<file path="config.mk">
export PLATFORM = sky130hd
export DESIGN_NAME = cache_mem_arbiter
export DESIGN_NICKNAME = d
export VERILOG_FILES = /design/src/rtl/cache_mem_arbiter.sv
export SDC_FILE = /design/constraint.sdc
export NUM_CORES = 1
export LEC_CHECK = 0
export CORE_AREA = 5 5 211 213
export DETAILED_ROUTE_END_ITERATION = 8
export DIE_AREA = 0 0 216 218
export GPL_ROUTABILITY_DRIVEN = 0
export PLACE_DENSITY = 0.54
export SLEW_MARGIN = 25
export SYNTH_ARGS = -nofsm -noshare
export SYNTH_HDL_FRONTEND = slang
export SYNTH_SLANG_ARGS = --single-unit
export TNS_END_PERCENT = 30
</file>
<file path="constraint.sdc">
create_clock -name clk -period 2.9 [get_ports clk]
set_clock_uncertainty 0.15 [all_clocks]
set_input_delay 0.58 -clock clk [delete_from_list [all_inputs] [get_ports clk]]
set_output_delay 0.58 -clock clk [all_outputs]
set_load 0.005 [all_outputs]
</file>
<file path="src/rtl/cache_mem_arbiter.sv">
// cache_mem_arbiter: shares one memory refill/writeback port between icache and dcache; define ARB_RR_EN for round-robin tie-break (default: dcache wins ties)
module cache_mem_arbiter #(
  parameter int LINE_BITS = 128,
  parameter int ADDR_W = 32
) (
  input  logic                 clk,
  input  logic                 reset,
  input  logic                 i_rd_req,
  input  logic [2:0]           i_rd_type,
  input  logic [ADDR_W-1:0]    i_rd_addr,
  output logic                 i_rd_rdy,
  output logic                 i_ret_valid,
  output logic                 i_ret_last,
  output logic [31:0]          i_ret_data,
  input  logic                 d_rd_req,
  input  logic [2:0]           d_rd_type,
  input  logic [ADDR_W-1:0]    d_rd_addr,
  output logic                 d_rd_rdy,
  output logic                 d_ret_valid,
  output logic                 d_ret_last,
  output logic [31:0]          d_ret_data,
  input  logic                 d_wr_req,
  input  logic [2:0]           d_wr_type,
  input  logic [ADDR_W-1:0]    d_wr_addr,
  input  logic [3:0]           d_wr_wstrb,
  input  logic [LINE_BITS-1:0] d_wr_data,
  output logic                 d_wr_rdy,
  output logic                 m_rd_req,
  output logic [2:0]           m_rd_type,
  output logic [ADDR_W-1:0]    m_rd_addr,
  input  logic                 m_rd_rdy,
  input  logic                 m_ret_valid,
  input  logic                 m_ret_last,
  input  logic [31:0]          m_ret_data,
  output logic                 m_wr_req,
  output logic [2:0]           m_wr_type,
  output logic [ADDR_W-1:0]    m_wr_addr,
  output logic [3:0]           m_wr_wstrb,
  output logic [LINE_BITS-1:0] m_wr_data,
  input  logic                 m_wr_rdy
);
  typedef enum logic [1:0] {R_IDLE, R_REQ, R_WAIT} rd_state_t;
  typedef enum logic {W_EMPTY, W_FULL} wr_state_t;
  rd_state_t rd_state, rd_next;
  wr_state_t wr_state, wr_next;
  logic                 grant_d;
  logic [ADDR_W-1:0]    rd_addr_q;
  logic [2:0]           rd_type_q;
  logic [2:0]           wb_type;
  logic [ADDR_W-1:0]    wb_addr;
  logic [3:0]           wb_strb;
  logic [LINE_BITS-1:0] wb_data;
  logic wb_full, i_elig, d_elig, pick_d, start, run, in_wait;
  assign run = !reset;
  assign wb_full = wr_state == W_FULL;
  assign i_elig = i_rd_req && !(wb_full && i_rd_addr[ADDR_W-1:4] == wb_addr[ADDR_W-1:4]);
  assign d_elig = d_rd_req && !(wb_full && d_rd_addr[ADDR_W-1:4] == wb_addr[ADDR_W-1:4]);
  assign start = rd_state == R_IDLE && (i_elig || d_elig);
`ifdef ARB_RR_EN
  logic last_d;
  assign pick_d = d_elig && (!i_elig || !last_d);
  // remember the previous winner so a tie goes to the other cache
  always_ff @(posedge clk)
    if (reset) last_d <= 1'b0;
    else if (start) last_d <= pick_d;
`else
  assign pick_d = d_elig;
`endif
  // read FSM state and latched winner/request
  always_ff @(posedge clk)
    if (reset) begin
      rd_state <= R_IDLE;
      grant_d <= 1'b0;
      rd_addr_q <= '0;
      rd_type_q <= '0;
    end else begin
      rd_state <= rd_next;
      if (start) begin
        grant_d <= pick_d;
        rd_addr_q <= pick_d ? d_rd_addr : i_rd_addr;
        rd_type_q <= pick_d ? d_rd_type : i_rd_type;
      end
    end
  // read FSM next state
  always_comb begin
    rd_next = rd_state;
    case (rd_state)
      R_IDLE: rd_next = start ? R_REQ : R_IDLE;
      R_REQ:  rd_next = m_rd_rdy ? R_WAIT : R_REQ;
      R_WAIT: rd_next = (m_ret_valid && m_ret_last) ? R_IDLE : R_WAIT;
      default: rd_next = R_IDLE;
    endcase
  end
  // write buffer state and captured writeback
  always_ff @(posedge clk)
    if (reset) begin
      wr_state <= W_EMPTY;
      wb_type <= '0;
      wb_addr <= '0;
      wb_strb <= '0;
      wb_data <= '0;
    end else begin
      wr_state <= wr_next;
      if (wr_state == W_EMPTY && d_wr_req) begin
        wb_type <= d_wr_type;
        wb_addr <= d_wr_addr;
        wb_strb <= d_wr_wstrb;
        wb_data <= d_wr_data;
      end
    end
  // write buffer next state
  always_comb begin
    wr_next = wr_state;
    case (wr_state)
      W_EMPTY: wr_next = d_wr_req ? W_FULL : W_EMPTY;
      W_FULL:  wr_next = m_wr_rdy ? W_EMPTY : W_FULL;
      default: wr_next = W_EMPTY;
    endcase
  end
  // outputs, all forced low while reset is held; return beats pass straight to the winner
  always_comb begin
    in_wait = run && rd_state == R_WAIT;
    m_rd_req = run && rd_state == R_REQ;
    m_rd_addr = run ? rd_addr_q : '0;
    m_rd_type = run ? rd_type_q : '0;
    i_rd_rdy = m_rd_req && !grant_d && m_rd_rdy;
    d_rd_rdy = m_rd_req && grant_d && m_rd_rdy;
    i_ret_valid = in_wait && !grant_d && m_ret_valid;
    i_ret_last = in_wait && !grant_d && m_ret_valid && m_ret_last;
    i_ret_data = (in_wait && !grant_d) ? m_ret_data : '0;
    d_ret_valid = in_wait && grant_d && m_ret_valid;
    d_ret_last = in_wait && grant_d && m_ret_valid && m_ret_last;
    d_ret_data = (in_wait && grant_d) ? m_ret_data : '0;
    d_wr_rdy = run && wr_state == W_EMPTY;
    m_wr_req = run && wb_full;
    m_wr_type = run ? wb_type : '0;
    m_wr_addr = run ? wb_addr : '0;
    m_wr_wstrb = run ? wb_strb : '0;
    m_wr_data = run ? wb_data : '0;
  end
endmodule

</file>
# == Yosys cells after proc, flatten, opt, wreduce, memory -nomap -nowiden ==
# Cells that the tools add are included.
# W data, S select, Z words.
# word_totals
ff_bits,206
input_bits,278
out_inout_bits,275
elab_cells,58
# classes
n_eq_ne,4
n_mux,17
bitwise_logic,1
reduce_logical,27
# ops
op,count
$mux W32,5
$mux W128,1
$eq A28 B28 Y1,2
$logic_and A1 B1 Y1,21
$mux W3,3
$pmux W2 S3,1
$logic_not A1 Y1,4
$mux W2,2
$mux W4,1
$mux W1,3
$eq A2 B1 Y1 const B,1
$eq A2 B2 Y1 const B,1
$logic_not A2 Y1,1
$pmux W1 S2,1
$logic_or A1 B1 Y1,1
$not A1 Y1,1

# == Logic depth before layout (Yosys ltp) ==
# Gate-level depths: netlist (run 1).
# logic_depth
ltp_word,8
depth_mapped,8
ltp_nobuf,6

# == Worst setup path before layout (run 1) ==
# No wires, ideal clock.
# synth_timing
path_type,input-to-reg
start,in d_rd_addr[9]
end,reg rd_addr_q[10]
setup_time_ps,119
t_arrival_ps,2217
t_required_ps,2631
setup_slack_ps,414
cell_stages,8
n_path_buf,2
path_cell_list,xnor2_1 nand4_1 or4_4 o211ai_4 nand2b_1 buf_2 buf_6 o221a_1
# synth_via
elab_chain_cells,6
elab_cells_between_ends,7
classes_between,1 x eq/ne; 1 x mux; 5 x reduce/logical
# synth_lines
item,line_no,source
start: declaration,17,"input logic [ADDR_W-1:0] d_rd_addr,"
$eq A28 B28 Y1 *,57,assign d_elig = d_rd_req && !(wb_full && d_rd_addr[ADDR_W-1:4] == wb_addr[ADDR_W-1:4]);
$logic_and A1 B1 Y1 *,57,
$logic_not A1 Y1 *,57,
$logic_and A1 B1 Y1 *,57,
$logic_or A1 B1 Y1,58,assign start = rd_state == R_IDLE && (i_elig || d_elig);
$logic_and A1 B1 Y1,58,
end signal: assignment,80,rd_addr_q <= pick_d ? d_rd_addr : i_rd_addr;
end: declaration,47,logic [ADDR_W-1:0] rd_addr_q;
# Mark *: on every way between the ends. The rest lies on a longest branch, timed or not.
# A chain may end at the register's enable or synchronous reset.

# == Final worst setup path (run 1) ==
# layout_timing
start,reg rd_state[0]
end,out i_ret_data[13]
# layout_via
elab_chain_cells,4
# layout_lines
item,line_no,source
start: declaration,44,"rd_state_t rd_state, rd_next;"
start signal: assignment,77,rd_state <= rd_next;
$eq A2 B2 Y1,122,in_wait = run && rd_state == R_WAIT;
$logic_and A1 B1 Y1,122,
$logic_and A1 B1 Y1,130,i_ret_data = (in_wait && !grant_d) ? m_ret_data : '0;
$mux W32,130,
end: declaration,14,"output logic [31:0] i_ret_data,"
# Every way passes these cells.

==> results of run 1 <==
==> through the flow <==
stage | worst slack (ps) | util | power, mW | std cells | hold WS (ps)
4_1_cts | -85.0 | 0.382 | 8.39 | 2028 | 230
5_1_grt | -46.6 | 0.384 | 8.63 | 2035 | 252
6_report | 63.7 | 0.384 | 8.24 | 2036 | 253
3_5_place_dp | -265 | 0.362 | 5.16 | 1983 | 350
2_1_floorplan | 414 | - | 4.06 | 935 | 331
3_3_place_gp | -249 | 0.362 | 5.15 | 1983 | 347
==> final timing paths <==
path / depth (start not counted) / slack [ps] / endpoint
min reg2reg: 1 / 370 / rd_addr_q[15]
min: 2 / 250 / wb_full
max: 5 / 60 / i_ret_data[13]
max reg2reg: 8 / 490 / rd_addr_q[12]
==> report_power, final <==
part	switching, mW	internal, mW	leakage (nW)
Clock	1.26	1.89	0.408
Combinational	0.731	1.10	4.59
Sequential	0.127	3.13	1.71
==> flip-flops by register name, indices dropped and copies added, names as in the netlist <==
name       cells
grant_d        1
rd_addr_q     32
rd_state       2
rd_type_q      3
wb_addr       32
wb_data      128
wb_full        1
wb_strb        4
wb_type        3
==> cell families (layout without fill, tap and decap cells) <==
logic type	Yosys count	after routing	synth area share
AO/OA/AOI/OAI	245	245	0.234
XOR/XNOR	56	56	0.0537
buffers and inverters	121	673	0.0527
flip-flops	206	206	0.451
other	0	3	0
AND/OR/NAND/NOR	307	307	0.208
==> cells in the final DEF (no fill, tap or decap), types with 4 or more instances in the layout <==
cell type        instances
nor4_1                   5
nand4_1                 10
inv_1                   38
clkbuf_1                 5
o221a_1                 35
o22a_1                 167
xnor2_1                 41
a31oi_1                 36
nor2b_1                203
dlymetal6s2s_1          15
and3_1                   4
clkinv_2                 5
buf_4                   28
clkdlybuf4s50_1        519
clkbuf_8                 6
buf_12                   8
nand2_1                  4
dfxtp_1                204
nor2_1                   4
clkbuf_16               28
and2_1                  66
xor2_1                  15
dlygate4sd2_1           14
==> per-layer routing <==
metal	global-route usage	share of wire
met5	0	0.0016
met3	0.0814	0.11
met2	0.288	0.47
met4	0.0505	0.029
met1	0.183	0.38
==> final cells by class <==
class | instances | area share
Antenna cell | 3 | 0.000459
Clock buffer | 37 | 0.0467
Clock inverter | 6 | 0.00337
Inverter | 38 | 0.00873
Multi-Input combinational cell | 608 | 0.280
Sequential cell | 206 | 0.253
Tap cell | 546 | 0.0418
Timing Repair Buffer | 592 | 0.366
==> worst max-delay path: stages, from the launching register on <==
cell             delay (ps)
dfxtp_2                 330
nand2b_4                160
nor3_2                  200
buf_12                  210
and2_1                  140
clkdlybuf4s50_1         540
==> timing repair <==
item                                    in CTS  in global routing
pin swaps                                    0                  1
resized for setup                           20                 24
endpoints found under the setup margin      56                 46
gates cloned                                 1                  2
setup buffers                                1                  3
==> impl_metrics.toml, run 1 <==
[finish]
num-fill-cells = 4270
multi_input_area_sq_um = 4580
seq_area_sq_um = 4130
area_growth_syn_to_layout_pct = 78.8
layout.nets = 1751
design_area_sq_um = 16300
final_layout_size_suffix_gt1_frac = 0.0605

[global_routing]
grt_pass1_wl_microns = 61000
grt_usage = 0.167
grt_pass1_vias = 9522
grt_start_max_net_pins = 106
grt_overflow = 0
antenna_found_initial = 9

[synthesis]
synth-seq-cells = 206
ys.flop_type = "dfxtp_1"
synth_top_cell_by_area = "dfxtp_1"
syn_nets = 1213
synth-edff-count = 0
synth_top_area_frac = 0.451
syn_inst = 935
synth_cell_types = 27
synthTopCellsByCount = "206 x dfxtp_1, 203 x nor2b_1, 167 x o22a_1"
synth.most_common_cell = "dfxtp_1"
yosys_warnings = 0
synth_area_leaders = "dfxtp_1 45%, o22a_1 16%, nor2b_1 14%"
synth-seq-area-share = 0.451
synth_area_sq_um = 9140
avgSynthCellArea_sq_um = 9.77
ys_async_sr_fraction = 0

[drt]
detail_route.vias_per_cell = 4.48
drt_drc_violations_left = 0
wl_per_cell_microns = 20.8
drtAntennaViolNets = 0
vias = 9114
firstDrtPassIters = 4
dr.first_iter.drc_count = 339
wl_microns = 42400

[timing]
fin_crit_ps = 2840
fin_setup_tns_ps = 0
slew_headroom = 0.537
setup_viol = 0
hold_viol = 0
rsz0062_at_grt = "yes"
clock.fmax_mhz = 353
final.period_utilization = 0.978
maxSlewViolCount = 0
tightest_slew_ps = 695

[min_path]
min_path_type = "in -> reg"
min-delay-start = "reset"

[floorplanning]
io_pins = 553
die_w_microns = 216
start_util = 0.215
die_h_microns = 218
row_count = 76
die_area_sq_um = 47100
core_area_sq_um = 42500

[worst_setup_path]
arrival_ps = 2110
cp.required_ps = 2170
crit_start = "rd_state[0]"
path_class = "reg -> out"
rr_startpoint = "wb_addr[29]"
worst-path-max-fanout = 34
setup.worst_path.end_class = "primary output"
start_kind = "flop"

[power]
ir_drop_uv = 379
leakage_nw = 6.72
powerDensity_nw_per_um2 = 504

[run]
max_cap_viol_count = 0

[clocking]
clk_pin_slew_ps = 50
ctsHoldBuffers = 0
root_buffer = "clkbuf_16"
cts_tree = "yes"
clkLatencyLatePin_ps = 540
cts_buffers = 27
clock-sinks = 206
cts_buffer_depth = 3
htree_levels = 1

[placement]
port_buffers = 552
place_area_sq_um = 15400
dpl.hpwl_microns = 31800

[status]
status = "finished clean"
Power figures use the tool's default switching activity.
==> inputs of run 2 (changes only) <==
Settings changed: CORE_AREA 5 5 211 213 to 5 5 215 217, DIE_AREA 0 0 216 218 to 0 0 220 222, PLACE_DENSITY 0.54 to 0.53.
==> run 2 against run 1 <==
Global-route usage is 0.23 points lower. Highest routed layer unchanged. Worst hold slack better by 13 ps. Combinational power is 2% higher. Critical endpoint is now i_ret_last.
==> impl_metrics.toml, run 2 (same netlist as run 1, synthesis figures left out) <==
[status]
status = "finished clean"

[run]
max_cap_viol_count = 0

[power]
finalPower_mw = 8.53
ir_drop_uv = 373
leakage_nw = 7.02
powerDensity_nw_per_um2 = 514

[worst_setup_path]
cp.required_ps = 2170
r2r_slack_ps = 420
start_kind = "flop"
r2r-end = "rd_addr_q[19]"
worst-path-max-fanout = 34
setup.worst_path.end_class = "primary output"
path_class = "reg -> out"
rr_worst_depth = 8
rr_startpoint = "wb_addr[4]"
arrival_ps = 2060

[floorplanning]
row_count = 77
core_area_sq_um = 43900
die_w_microns = 220
io_pins = 553
start_util = 0.208
die_area_sq_um = 48800
die_h_microns = 222

[finish]
max_flop_register = "wb_data"
final_cell_mix = "515 x clkdlybuf4s50_1, 203 x nor2b_1, 203 x dfxtp_1, 167 x o22a_1, 64 x and2_1"
largest_reg_flops = 128
layout_commonest_cell = "clkdlybuf4s50_1"
final_layout_size_suffix_gt1_frac = 0.0695
layout.nets = 1754
area_growth_syn_to_layout_pct = 81.5
top_regs = "wb_data x128, rd_addr_q x32, wb_addr x32"

[timing]
final.period_utilization = 0.963
rsz0062_at_grt = "yes"
hold_viol = 0
slew_headroom = 0.622
clock.fmax_mhz = 358
fin_ws_ps = 108
setup_viol = 0
tightest_slew_ps = 566
fin_crit_ps = 2790
maxSlewViolCount = 0

[drt]
firstDrtPassIters = 4
wl_per_cell_microns = 20.6
vias = 9126
detail_route.vias_per_cell = 4.36
dr.first_iter.drc_count = 427
wl_microns = 43000
drtAntennaViolNets = 0
drt_drc_violations_left = 0

[clocking]
clock-sinks = 206
cts_buffer_depth = 3
clk_pin_slew_ps = 60
clkLatencyLatePin_ps = 550
cts_tree = "yes"
cts_setup_buffers = 0
root_buffer = "clkbuf_16"
cts_buffers = 27
htree_levels = 1
ctsHoldBuffers = 0

[min_path]
min-delay-start = "reset"
min_path_type = "in -> reg"
whs_path_depth = 2
min_to = "rd_state[1]"

[global_routing]
grt_start_max_net_pins = 101
grt_overflow = 0
grt_pass1_wl_microns = 63200
grt_pass1_vias = 9785
grt_usage = 0.165
antenna_found_initial = 3

[placement]
port_buffers = 552
dpl.hpwl_microns = 32100
dpl_worst_slack_ps = -231
run 2: changes by cell type in the layout (fill, tap and decap cells not counted), sizes merged, moves of 4 or more:
cell,previous run,this run
dlymetal6s2s,15,31
dlygate4sd2,14,5
buf,39,43
clkdlybuf4s50,519,515
run 2: layout make-up:
class | instances | area (sq um)
antenna | 3 | 7.51
fill | 4456 | 27300
multi-input combinational | 608 | 4590
inverter | 38 | 143
sequential | 206 | 4130
timing repair buffer | 595 | 6060
clock buffer | 41 | 828
clock inverter | 9 | 85.1
tap | 592 | 741
run 2: worst max path at each step:
stage               endpoint          start  slack [ps]  cells past startpoint
6_report          i_ret_last    rd_state[0]         110                      5
5_1_grt           i_ret_last    rd_state[0]           5                      5
3_5_place_dp   rd_addr_q[11]  d_rd_addr[29]        -230                      9
3_3_place_gp   rd_addr_q[27]  d_rd_addr[29]        -220                      9
4_1_cts           i_ret_last    rd_state[0]        -0.7                      5
2_1_floorplan  rd_addr_q[10]   d_rd_addr[9]         410                      8
run 2: power breakdown:
| group | switching [mW] | internal, mW |
|---|---|---|
| Clock | 1.34 | 2.05 |
| Sequential | 0.127 | 3.13 |
| Combinational | 0.751 | 1.12 |
| Total | 2.22 | 6.31 |
run 2: what timing repair did:
action / 4_1_cts / 5_1_grt
setup endpoints to repair: 55 / 61
pin swaps: 0 / 0
resized for setup: 8 / 36
endpoints found under the hold margin: 0 / 0
run 2: critical path, cell delays in order, from the launching register on:
cell and delay [ps]:
dfxtp_2 330, nand2b_4 160, nor3_4 150, buf_12 190, and3_1 170, clkdlybuf4s50_1 520
run 2: routing by layer:
layer	vias to the layer above	wire length, microns	global-route usage
met2	413	20400	0.286
met4	4	1100	0.0461
met3	59	4900	0.0688
li1	4392	-	-
met5	-	18	0
met1	4258	16600	0.185
run 2: through the flow:
stage               cells  area (sq um)  utilization  setup TNS, ps  hold WS [ps]
floorplan             935          9140            -              0           331
global placement     2039         15600        0.354          -7360           346
detailed placement   2039         15600        0.354          -7230           351
finish               2092         16600        0.378              0           267
CTS                  2089         16500        0.375         -0.750           245
global route         2090         16600        0.377              0           273
==> inputs of run 3 (changes only) <==
Settings changed: CAP_MARGIN set to 20.
==> results of run 3 <==
Final layout, timing and power as in run 2 (identical DEF).
